$ cat src/rtl/scan_pkg.sv
// Shared types and widths for the scan select sequencer.
package scan_pkg;
  localparam int SEL_W  = 3;
  localparam int MASK_W = 8;

  typedef enum logic [1:0] {
    ST_IDLE   = 2'd0,
    ST_BLANK  = 2'd1,
    ST_ACTIVE = 2'd2
  } state_t;
endpackage

$ cat src/rtl/scan_next_idx.sv
// Round-robin successor search over the enabled decoder lines.
module scan_next_idx
  import scan_pkg::*;
(
  input  logic [SEL_W-1:0]  cur,
  input  logic [MASK_W-1:0] mask,
  input  logic [3:0]        n_sel,
  output logic [SEL_W-1:0]  nxt,
  output logic              wrap,
  output logic              any
);
  logic [MASK_W-1:0] eff;
  logic [SEL_W-1:0]  lo, hi;
  logic              hi_found;

  // Descending scan so the last hit is the lowest qualifying index.
  always_comb begin
    eff      = '0;
    lo       = '0;
    hi       = '0;
    hi_found = 1'b0;
    for (int i = 0; i < MASK_W; i++)
      eff[i] = mask[i] && (i < int'(n_sel));
    for (int i = MASK_W-1; i >= 0; i--) begin
      if (eff[i]) begin
        lo = SEL_W'(i);
        if (i > int'(cur)) begin
          hi       = SEL_W'(i);
          hi_found = 1'b1;
        end
      end
    end
  end

  assign any  = |eff;
  assign wrap = !hi_found;
  assign nxt  = hi_found ? hi : lo;
endmodule

$ cat src/rtl/scan_select_sequencer.sv
// Drives a 3-to-8 decoder: round-robin over unmasked lines with dwell and
// break-before-make blanking between lines.
module scan_select_sequencer
  import scan_pkg::*;
#(
  parameter int N_SEL = 8,
  parameter int DWELL = 4,
  parameter int BLANK = 2,
  parameter int CNT_W = 8
) (
  input  logic              clk,
  input  logic              rst,
  input  logic              run,
  input  logic [MASK_W-1:0] mask,
  output logic [SEL_W-1:0]  sel,
  output logic              en_n,
  output logic              busy,
  output logic              frame_done
);
  localparam logic [3:0]       NSEL_V  = 4'(N_SEL);
  localparam logic [CNT_W-1:0] DWELL_C = CNT_W'(DWELL - 1);
  localparam logic [CNT_W-1:0] BLANK_C = CNT_W'(BLANK - 1);

  state_t            state;
  logic [CNT_W-1:0]  cnt;
  logic [SEL_W-1:0]  pending;
  logic [SEL_W-1:0]  cur, nxt;
  logic              wrap, any;

  // From IDLE, searching past index 7 always wraps to the lowest enabled line.
  assign cur = (state == ST_ACTIVE) ? sel : SEL_W'(7);

  scan_next_idx u_next (
    .cur   (cur),
    .mask  (mask),
    .n_sel (NSEL_V),
    .nxt   (nxt),
    .wrap  (wrap),
    .any   (any)
  );

  always_ff @(posedge clk or posedge rst) begin
    if (rst) begin
      state      <= ST_IDLE;
      sel        <= '0;
      en_n       <= 1'b1;
      busy       <= 1'b0;
      frame_done <= 1'b0;
      cnt        <= '0;
      pending    <= '0;
    end else begin
      frame_done <= 1'b0;
      case (state)
        ST_IDLE: begin
          if (run && any) begin
            state   <= ST_BLANK;
            busy    <= 1'b1;
            pending <= nxt;
            cnt     <= BLANK_C;
          end
        end
        ST_BLANK: begin
          if (!run) begin
            state <= ST_IDLE;
            busy  <= 1'b0;
          end else begin
            // pending is stable through BLANK, so only the first load changes sel
            sel <= pending;
            if (cnt == '0) begin
              state <= ST_ACTIVE;
              en_n  <= 1'b0;
              cnt   <= DWELL_C;
            end else begin
              cnt <= cnt - 1'b1;
            end
          end
        end
        ST_ACTIVE: begin
          if (cnt == '0) begin
            en_n <= 1'b1;
            if (!run || !any) begin
              state <= ST_IDLE;
              busy  <= 1'b0;
            end else begin
              state      <= ST_BLANK;
              pending    <= nxt;
              cnt        <= BLANK_C;
              frame_done <= wrap;
            end
          end else begin
            cnt <= cnt - 1'b1;
          end
        end
        default: begin
          state <= ST_IDLE;
          en_n  <= 1'b1;
          busy  <= 1'b0;
        end
      endcase
    end
  end
endmodule

$ cat config.mk
export PLATFORM = sky130hd
export DESIGN_NAME = scan_select_sequencer
export DESIGN_NICKNAME = d
export VERILOG_FILES = /design/src/rtl/scan_pkg.sv /design/src/rtl/scan_next_idx.sv /design/src/rtl/scan_select_sequencer.sv
export SDC_FILE = /design/constraint.sdc
export NUM_CORES = 1
export LEC_CHECK = 0
export CORE_MARGIN = 2
export CORE_UTILIZATION = 45
export CTS_BUF_LIST = sky130_fd_sc_hd__clkbuf_16
export DETAILED_ROUTE_END_ITERATION = 7
export GPL_TIMING_DRIVEN = 0
export HOLD_SLACK_MARGIN = 0.12
export MAX_ROUTING_LAYER = met4
export PLACE_DENSITY = 0.67
export SLEW_MARGIN = 20
export SYNTH_ARGS = -nofsm -noshare
export SYNTH_HDL_FRONTEND = slang
export SYNTH_SLANG_ARGS = --single-unit
$ cat constraint.sdc
create_clock -name clk -period 2.2 [get_ports clk]
set_input_delay 0.44 -clock clk [delete_from_list [all_inputs] [get_ports clk]]
set_output_delay 0.44 -clock clk [all_outputs]
set_load 0.01 [all_outputs]
==> results of run 1 <==
==> cell usage in the layout (no fill, tap or decap), types with 2 or more instances in the layout <==
cell type and instances:
a21boi_2 2, a21o_1 2, a21oi_1 17, clkbuf_16 3
clkdlybuf4s50_1 16, dfrtp_1 18, ha_1 6, inv_1 10
mux2_2 5, nand2_1 11, nand2b_1 7, nand3_1 5
nor2_1 17, nor2b_1 3, nor4_2 2, o21ai_0 11
o21bai_1 2, o22ai_1 3, o31ai_1 3
==> cell type report <==
class	count	area (um2)	share of cell area, %
multi-input cells	123	820.8	50.38
flip-flops and latches	19	476.7	29.26
repair buffers	16	160.2	9.831
clock buffers	3	75.07	4.608
well taps	31	38.79	2.381
inverters	10	37.54	2.304
plain buffers	2	12.51	0.7681
clock inverters	1	7.507	0.4608
==> where the power goes <==
group / total, mW / internal (mW) / switching [mW]
logic: 1.14 / 0.509 / 0.630
registers: 0.659 / 0.499 / 0.159
clock network: 0.386 / 0.246 / 0.140
==> path summary, 6_finish.rpt <==
kind | slack, ns | start | cells past startpoint | end
min | 0.51 | cnt[6]$_DFFE_PP0P_ | 1 | cnt[6]$_DFFE_PP0P_
min in group asynchronous | 0.62 | rst | 2 | sel[2]$_DFFE_PP0P_
min reg2reg | 0.51 | cnt[6]$_DFFE_PP0P_ | 1 | cnt[6]$_DFFE_PP0P_
max | 0.17 | mask[3] | 7 | cnt[4]$_DFFE_PP0P_
max in group asynchronous | 1.12 | rst | 2 | state[1]$_DFFE_PP0P_
max reg2reg | 0.19 | state[1]$_DFFE_PP0P_ | 7 | cnt[1]$_DFFE_PP0P_
==> cell families (layout without fill, tap and decap cells) <==
group | Yosys count | in the layout
muxes | 5 | 5
adders and majority gates | 6 | 6
DFF | 19 | 19
and+or+nand+nor | 57 | 57
AOI/OAI and AO/OA | 55 | 55
buffers and inverters | 12 | 32
==> routing by layer <==
layer,vias to the layer above,GRT usage [%],wire length (um)
li1,603,-,-
met1,595,25.60,1322
met2,27,36.12,1581
met3,7,3.516,104
met4,0,8.442,58
met5,-,-,0
==> metrics by stage <==
step	TNS (ns)	hold slack (ns)	utilization (%)	cell area [um2]	total power, mW
2_1_floorplan	0	0.3904	-	1343	1.460
3_3_place_gp	-0.3839	0.4840	54.95	1541	1.749
3_5_place_dp	-0.8906	0.4958	54.95	1541	1.791
4_1_cts	0	0.5084	57.89	1624	2.186
5_1_grt	0	0.5316	58.07	1629	2.390
6_report	0	0.5081	58.07	1629	2.184
==> synth_stat cells (2+ instances only) <==
library cell	instances
ha_1	6
nor2_1	17
o21ai_0	11
inv_1	10
nand3_1	5
a21o_1	2
dfrtp_1	18
nor2b_1	3
o21bai_1	2
nand2b_1	7
o22ai_1	3
o31ai_1	3
nor4_2	2
nand2_1	11
mux2_2	5
a21oi_1	17
==> flip-flops by register name (all words and copies together), names as in the netlist <==
signal      flops
pending         3
en_n            1
state           2
cnt             8
frame_done      1
busy            1
sel             3
==> critical path, cell delays in order <==
cell and delay (ns):
clkdlybuf4s50_1 0.53, nor4_2 0.43, a21boi_2 0.15, o21bai_1 0.26, buf_4 0.21, o21ai_0 0.10, o31ai_1 0.08
==> load_flow_metrics.sql, run 1 <==
INSERT INTO impl_metrics (metric_group, metric, value, unit) VALUES
('synth', 'largest_family_of_logic_cells_by_synthesized_area', 'compound AO/OA/AOI/OAI gates', ''),
('synth', 'synth-compound-area-share', '26.84', '%'),
('synth', 'post_synthesis_sequential_area_ratio', '35.51', '%'),
('synth', 'synth-edff-count', '0', ''),
('global_route', 'grt_max_degree', '20', ''),
('status', 'failed_checks', 'design-rule violations', ''),
('sta', 'rsz0062_at_grt', 'no', ''),
('setup_path', 'crit_end_category', 'flop', ''),
('synth', 'synth_area_leader_cell', 'dfrtp_1', ''),
('placement', 'pre_cts_slack', '-0.1199', 'ns'),
('drt', 'first_iter_violations', '101', ''),
('power_and_ir_drop', 'power_leakage', '0.6963', 'nW'),
('placement', 'place.port_buffers', '16', ''),
('clock_tree', 'path_clk_slew', '0.06', 'ns'),
('placement', 'dp.cells', '201', ''),
('placement', 'gp_congestion', '0.9151', ''),
('drt', 'drt_total_wl', '3.066', 'mm'),
('synth', 'synth.yosys.warnings', '0', ''),
('sta', 'worst_clock_skew', '0.003153', 'ns'),
('layout', 'antenna_cells_inserted', '0', ''),
('layout', 'final_layout_size_suffix_gt1_share', '14.37', '%'),
('clock_tree', 'clock_insertion_delay_worst_skew', '0.25', 'ns'),
('floorplan', 'io_pins', '17', ''),
('synth', 'synth_top_flop_cell', 'dfrtp_1', ''),
('drt', 'routed_via_density', '6.010', ''),
('sta', 'max-slew-margin-rel', '51.07', '%'),
('clock_tree', 'clkSinkCount', '19', ''),
('setup_path', 'critical_path_class', 'in2reg', ''),
('floorplan', 'placement_rows', '19', ''),
('drt', 'drt_first_pass_iters', '6', ''),
('synth', 'synth-simple-area-share', '24.23', '%'),
('floorplan', 'floorplan.initialDensity', '47.86', '%'),
('layout', 'finalNonFillerCells', '205', ''),
('global_route', 'grt.overflow.total', '0', ''),
('synth', 'synth-async-reset-ratio', '100.0', '%'),
('setup_path', 'crit_arrival', '2.20', 'ns'),
('placement', 'detailedPlacementHpwl', '2.361', 'mm'),
('sta', 'final_min_period_over_clock_period', '92.44', '%'),
('global_route', 'global_route.usage.total', '21.41', '%'),
('clock_tree', 'htree_levels', '1', ''),
('sta', 'finalHoldViolations', '0', ''),
('synth', 'synth_seq_cells', '19', ''),
('global_route', 'via_count_of_the_first_global_routing_pass', '1236', ''),
('power_and_ir_drop', 'power_per_cell_area', '1341', 'nW/um2'),
('synth', 'netlist_instances', '154', ''),
('synth', 'adder_cell_share_of_the_synthesized_area', '5.592', '%'),
('drt', 'route.antenna.remaining_nets', '0', ''),
('synth', 'postSynthNetCount', '171', ''),
('synth', 'mean_area_per_synthesized_cell', '8.718', 'um2'),
('clock_tree', 'cts_tree', 'yes', ''),
('synth', 'syn_area', '1343', 'um2'),
('status', 'outcome', 'finished, violations left', ''),
('clock_tree', 'cts_made_buffers', '3', ''),
('power_and_ir_drop', 'vdd_drop_max', '0.7788', 'mV'),
('floorplan', 'die_outline_height', '58.62', 'um'),
('drt', 'route.detailed.drc', '3', ''),
('floorplan', 'core_area', '2805', 'um2'),
('sta', 'report.final.setup_viol', '0', ''),
('drt', 'routedWlPerCell', '14.96', 'um'),
('floorplan', 'die_wd', '58.62', 'um'),
('synth', 'synthMuxAreaShare', '4.194', '%'),
('global_route', 'antenna_found_initial', '0', ''),
('sta', 'finalCriticalPeriod', '2.034', 'ns'),
('synth', 'synth_top_cells_by_area', 'dfrtp_1 (34%), a21oi_1 (6.3%), ha_1 (5.6%), nor2_1 (4.8%), mux2_2 (4.2%)', ''),
('layout', 'layout-area-overhead-vs-synth', '21.34', '%'),
('sta', 'timing.final.max_slew_violations', '0', ''),
('global_route', 'grt_pass1_wl', '5.492', 'mm'),
('worst_hold_path', 'timing.hold.worst.class', 'reg2reg', ''),
('setup_path', 'start_kind', 'primary input', ''),
('setup_path', 'crit_required', '2.36', 'ns'),
('clock_tree', 'ctsHoldBuffers', '0', '');
Power figures use the tool's default switching activity.
==> run 2: changes to the inputs <==
- CELL_PAD_IN_SITES_DETAIL_PLACEMENT: default -> 1
- CELL_PAD_IN_SITES_GLOBAL_PLACEMENT: default -> 1
- CORE_UTILIZATION: 45 -> 41
- PLACE_DENSITY: 0.67 -> default
- PLACE_DENSITY_LB_ADDON: default -> 0.1
==> load_flow_metrics.sql, run 2 (synthesized netlist as in run 1, its figures left out) <==
INSERT INTO impl_metrics (metric_group, metric, value, unit) VALUES
('layout', 'flip_flop_count_of_the_largest_register_all_copies_and_words_added', '8', ''),
('drt', 'drt_total_wl', '3.743', 'mm'),
('setup_path', 'critPathCapture', 'pending[2]$_DFFE_PP0P_', ''),
('run', 'maxCapViolCount', '0', ''),
('drt', 'drt_first_pass_iters', '4', ''),
('global_route', 'busiest_layer', 'met2', ''),
('clock_tree', 'cts-root-to-sink-buffers', '2', ''),
('global_route', 'antenna_found_initial', '0', ''),
('setup_path', 'critical_path_class', 'reg2reg', ''),
('clock_tree', 'postCtsSetupBuffers', '0', ''),
('global_route', 'global_route_met1_utilization', '29.63', '%'),
('sta', 'timing.final.max_slew_violations', '0', ''),
('layout', 'final_layout_size_suffix_gt1_share', '14.94', '%'),
('sta', 'finalCriticalPeriod', '2.071', 'ns'),
('setup_path', 'worst_setup_startpoint', 'state[0]$_DFFE_PP0P_', ''),
('drt', 'route.vias.total', '1263', ''),
('drt', 'route.antenna.remaining_nets', '0', ''),
('global_route', 'global_route.usage.met3', '3.151', '%'),
('layout', 'layout_commonest_cell', 'dfrtp_1', ''),
('placement', 'placement.cell_area', '1558', 'um2'),
('sta', 'final_min_period_over_clock_period', '94.12', '%'),
('floorplan', 'core_area', '3078', 'um2'),
('placement', 'pre_cts_slack', '-0.1622', 'ns'),
('worst_hold_path', 'timing.hold.worst.class', 'reg2reg', ''),
('setup_path', 'timing.critical_path.fanout_max', '6', ''),
('drt', 'routed_via_density', '5.794', ''),
('floorplan', 'floorplan.initialDensity', '43.62', '%'),
('global_route', 'grt_pass1_wl', '5.975', 'mm'),
('clock_tree', 'cts_resized', '0', ''),
('placement', 'gp_congestion', '0.8579', ''),
('layout', 'finalNonFillerCells', '218', ''),
('global_route', 'met2_usage', '36.47', '%'),
('clock_tree', 'clock_insertion_delay_worst_skew', '0.27', 'ns'),
('sta', 'fmax', '0.4829', 'GHz'),
('worst_hold_path', 'hold_depth', '1', ''),
('clock_tree', 'cts_tree', 'yes', ''),
('placement', 'detailedPlacementHpwl', '2.701', 'mm'),
('global_route', 'via_count_of_the_first_global_routing_pass', '1272', ''),
('setup_path', 'crit_arrival', '2.22', 'ns'),
('placement', 'place.port_buffers', '16', ''),
('clock_tree', 'cts_made_buffers', '3', ''),
('clock_tree', 'root_buffer', 'clkbuf_16', ''),
('sta', 'max-slew-margin-rel', '48.90', '%'),
('setup_path', 'r2r_setup_slack', '0.13', 'ns'),
('status', 'outcome', 'finished clean', ''),
('drt', 'first_iter_violations', '57', ''),
('layout', 'layout-area-overhead-vs-synth', '23.67', '%'),
('layout', 'largestRegisters', 'cnt (8), pending (3), sel (3)', ''),
('power_and_ir_drop', 'vdd_drop_max', '0.5595', 'mV'),
('setup_path', 'worstRegToRegCells', '7', ''),
('drt', 'route.detailed.drc', '0', ''),
('clock_tree', 'path_clk_slew', '0.06', 'ns'),
('floorplan', 'die_area', '3749', 'um2'),
('layout', 'layout.cells.most_common_list', 'dfrtp_1 (18), nor2_1 (17), a21oi_1 (16), clkdlybuf4s50_1 (16)', ''),
('power_and_ir_drop', 'power_leakage', '0.6992', 'nW'),
('sta', 'tightestPinTransition', '0.7656', 'ns'),
('sta', 'worst_clock_skew', '0.004945', 'ns'),
('layout', 'largest_reg_by_ff_count', 'cnt', ''),
('setup_path', 'start_kind', 'flop', ''),
('global_route', 'grt_max_degree', '20', ''),
('power_and_ir_drop', 'power_per_cell_area', '1363', 'nW/um2'),
('clock_tree', 'ctsHoldBuffers', '0', ''),
('clock_tree', 'htree_levels', '1', ''),
('sta', 'rsz0062_at_grt', 'yes', ''),
('layout', 'fin_nets', '192', ''),
('setup_path', 'crit_required', '2.35', 'ns'),
('placement', 'dp.cells', '214', ''),
('floorplan', 'io_pins', '17', ''),
('floorplan', 'die_wd', '61.23', 'um'),
('global_route', 'grt.overflow.total', '0', ''),
('floorplan', 'placement_rows', '20', ''),
('drt', 'routedWlPerCell', '17.17', 'um'),
('clock_tree', 'clkSinkCount', '19', ''),
('setup_path', 'r2r-end', 'pending[2]$_DFFE_PP0P_', ''),
('sta', 'finalHoldViolations', '0', ''),
('layout', 'final_area', '1660', 'um2'),
('global_route', 'global_route.usage.total', '22.77', '%'),
('floorplan', 'die_outline_height', '61.23', 'um'),
('layout', 'finish.utilization', '53.94', '%'),
('sta', 'report.final.setup_viol', '0', ''),
('sta', 'smallest_setup_slack_after_layout', '0.1293', 'ns'),
('setup_path', 'crit_end_category', 'flop', ''),
('setup_path', 'regToRegStartpoint', 'state[0]$_DFFE_PP0P_', ''),
('layout', 'antenna_cells_inserted', '0', '');
## run 2: metal layers
layer / part of all wire (%) / vias up
li1: - / 609
met2: 49 / 17
met5: 0 / -
met4: 1.4 / 0
met1: 47 / 632
met3: 2.4 / 5
## run 2: area by class of cell
cell class | count | area (um2)
fill | 369 | 1418
sequential | 19 | 476.7
multi-input combinational | 123 | 835.8
buffer | 2 | 12.51
tap | 44 | 55.05
timing repair buffer | 16 | 160.2
clock buffer | 3 | 75.07
clock inverter | 1 | 7.507
inverter | 10 | 37.54
## run 2: report_power, final
group	switching (mW)	internal, mW
clock network	0.162	0.247
logic	0.675	0.513
registers	0.166	0.499
total	1.00	1.26
## run 2: how the worst min path moves through the flow
stage	endpoint	slack, ns	from
3_3_place_gp	en_n$_DFFE_PP1P_	0.49	en_n$_DFFE_PP1P_
6_report	cnt[6]$_DFFE_PP0P_	0.51	cnt[6]$_DFFE_PP0P_
5_1_grt	cnt[6]$_DFFE_PP0P_	0.53	cnt[6]$_DFFE_PP0P_
2_1_floorplan	busy$_DFFE_PP0P_	0.39	rst
3_5_place_dp	pending[2]$_DFFE_PP0P_	0.50	pending[2]$_DFFE_PP0P_
4_1_cts	cnt[6]$_DFFE_PP0P_	0.51	cnt[6]$_DFFE_PP0P_
## run 2: worst max-delay path, stage by stage, from the launching register on
cell	delay (ns)
dfrtp_1	0.40
inv_1	0.11
ha_1	0.27
nor2b_1	0.31
a21boi_1	0.35
nand2b_1	0.20
a21oi_1	0.05
mux2_2	0.26
## run 2: per-stage QoR
| step | total power [mW] | setup TNS (ns) | hold WS (ns) |
|---|---|---|---|
| floorplan | 1.460 | 0 | 0.3904 |
| global placement | 1.782 | -0.5925 | 0.4878 |
| detailed placement | 1.831 | -0.7864 | 0.4966 |
| CTS | 2.252 | 0 | 0.5074 |
| global route | 2.447 | -0.02532 | 0.5250 |
| finish | 2.263 | 0 | 0.5054 |
==> run 3: changes to the inputs <==
- ABC_CLOCK_PERIOD_IN_PS: default -> 2200
==> results of run 3 <==
Same layout as run 2: the final DEF is identical, and so are final timing and power.
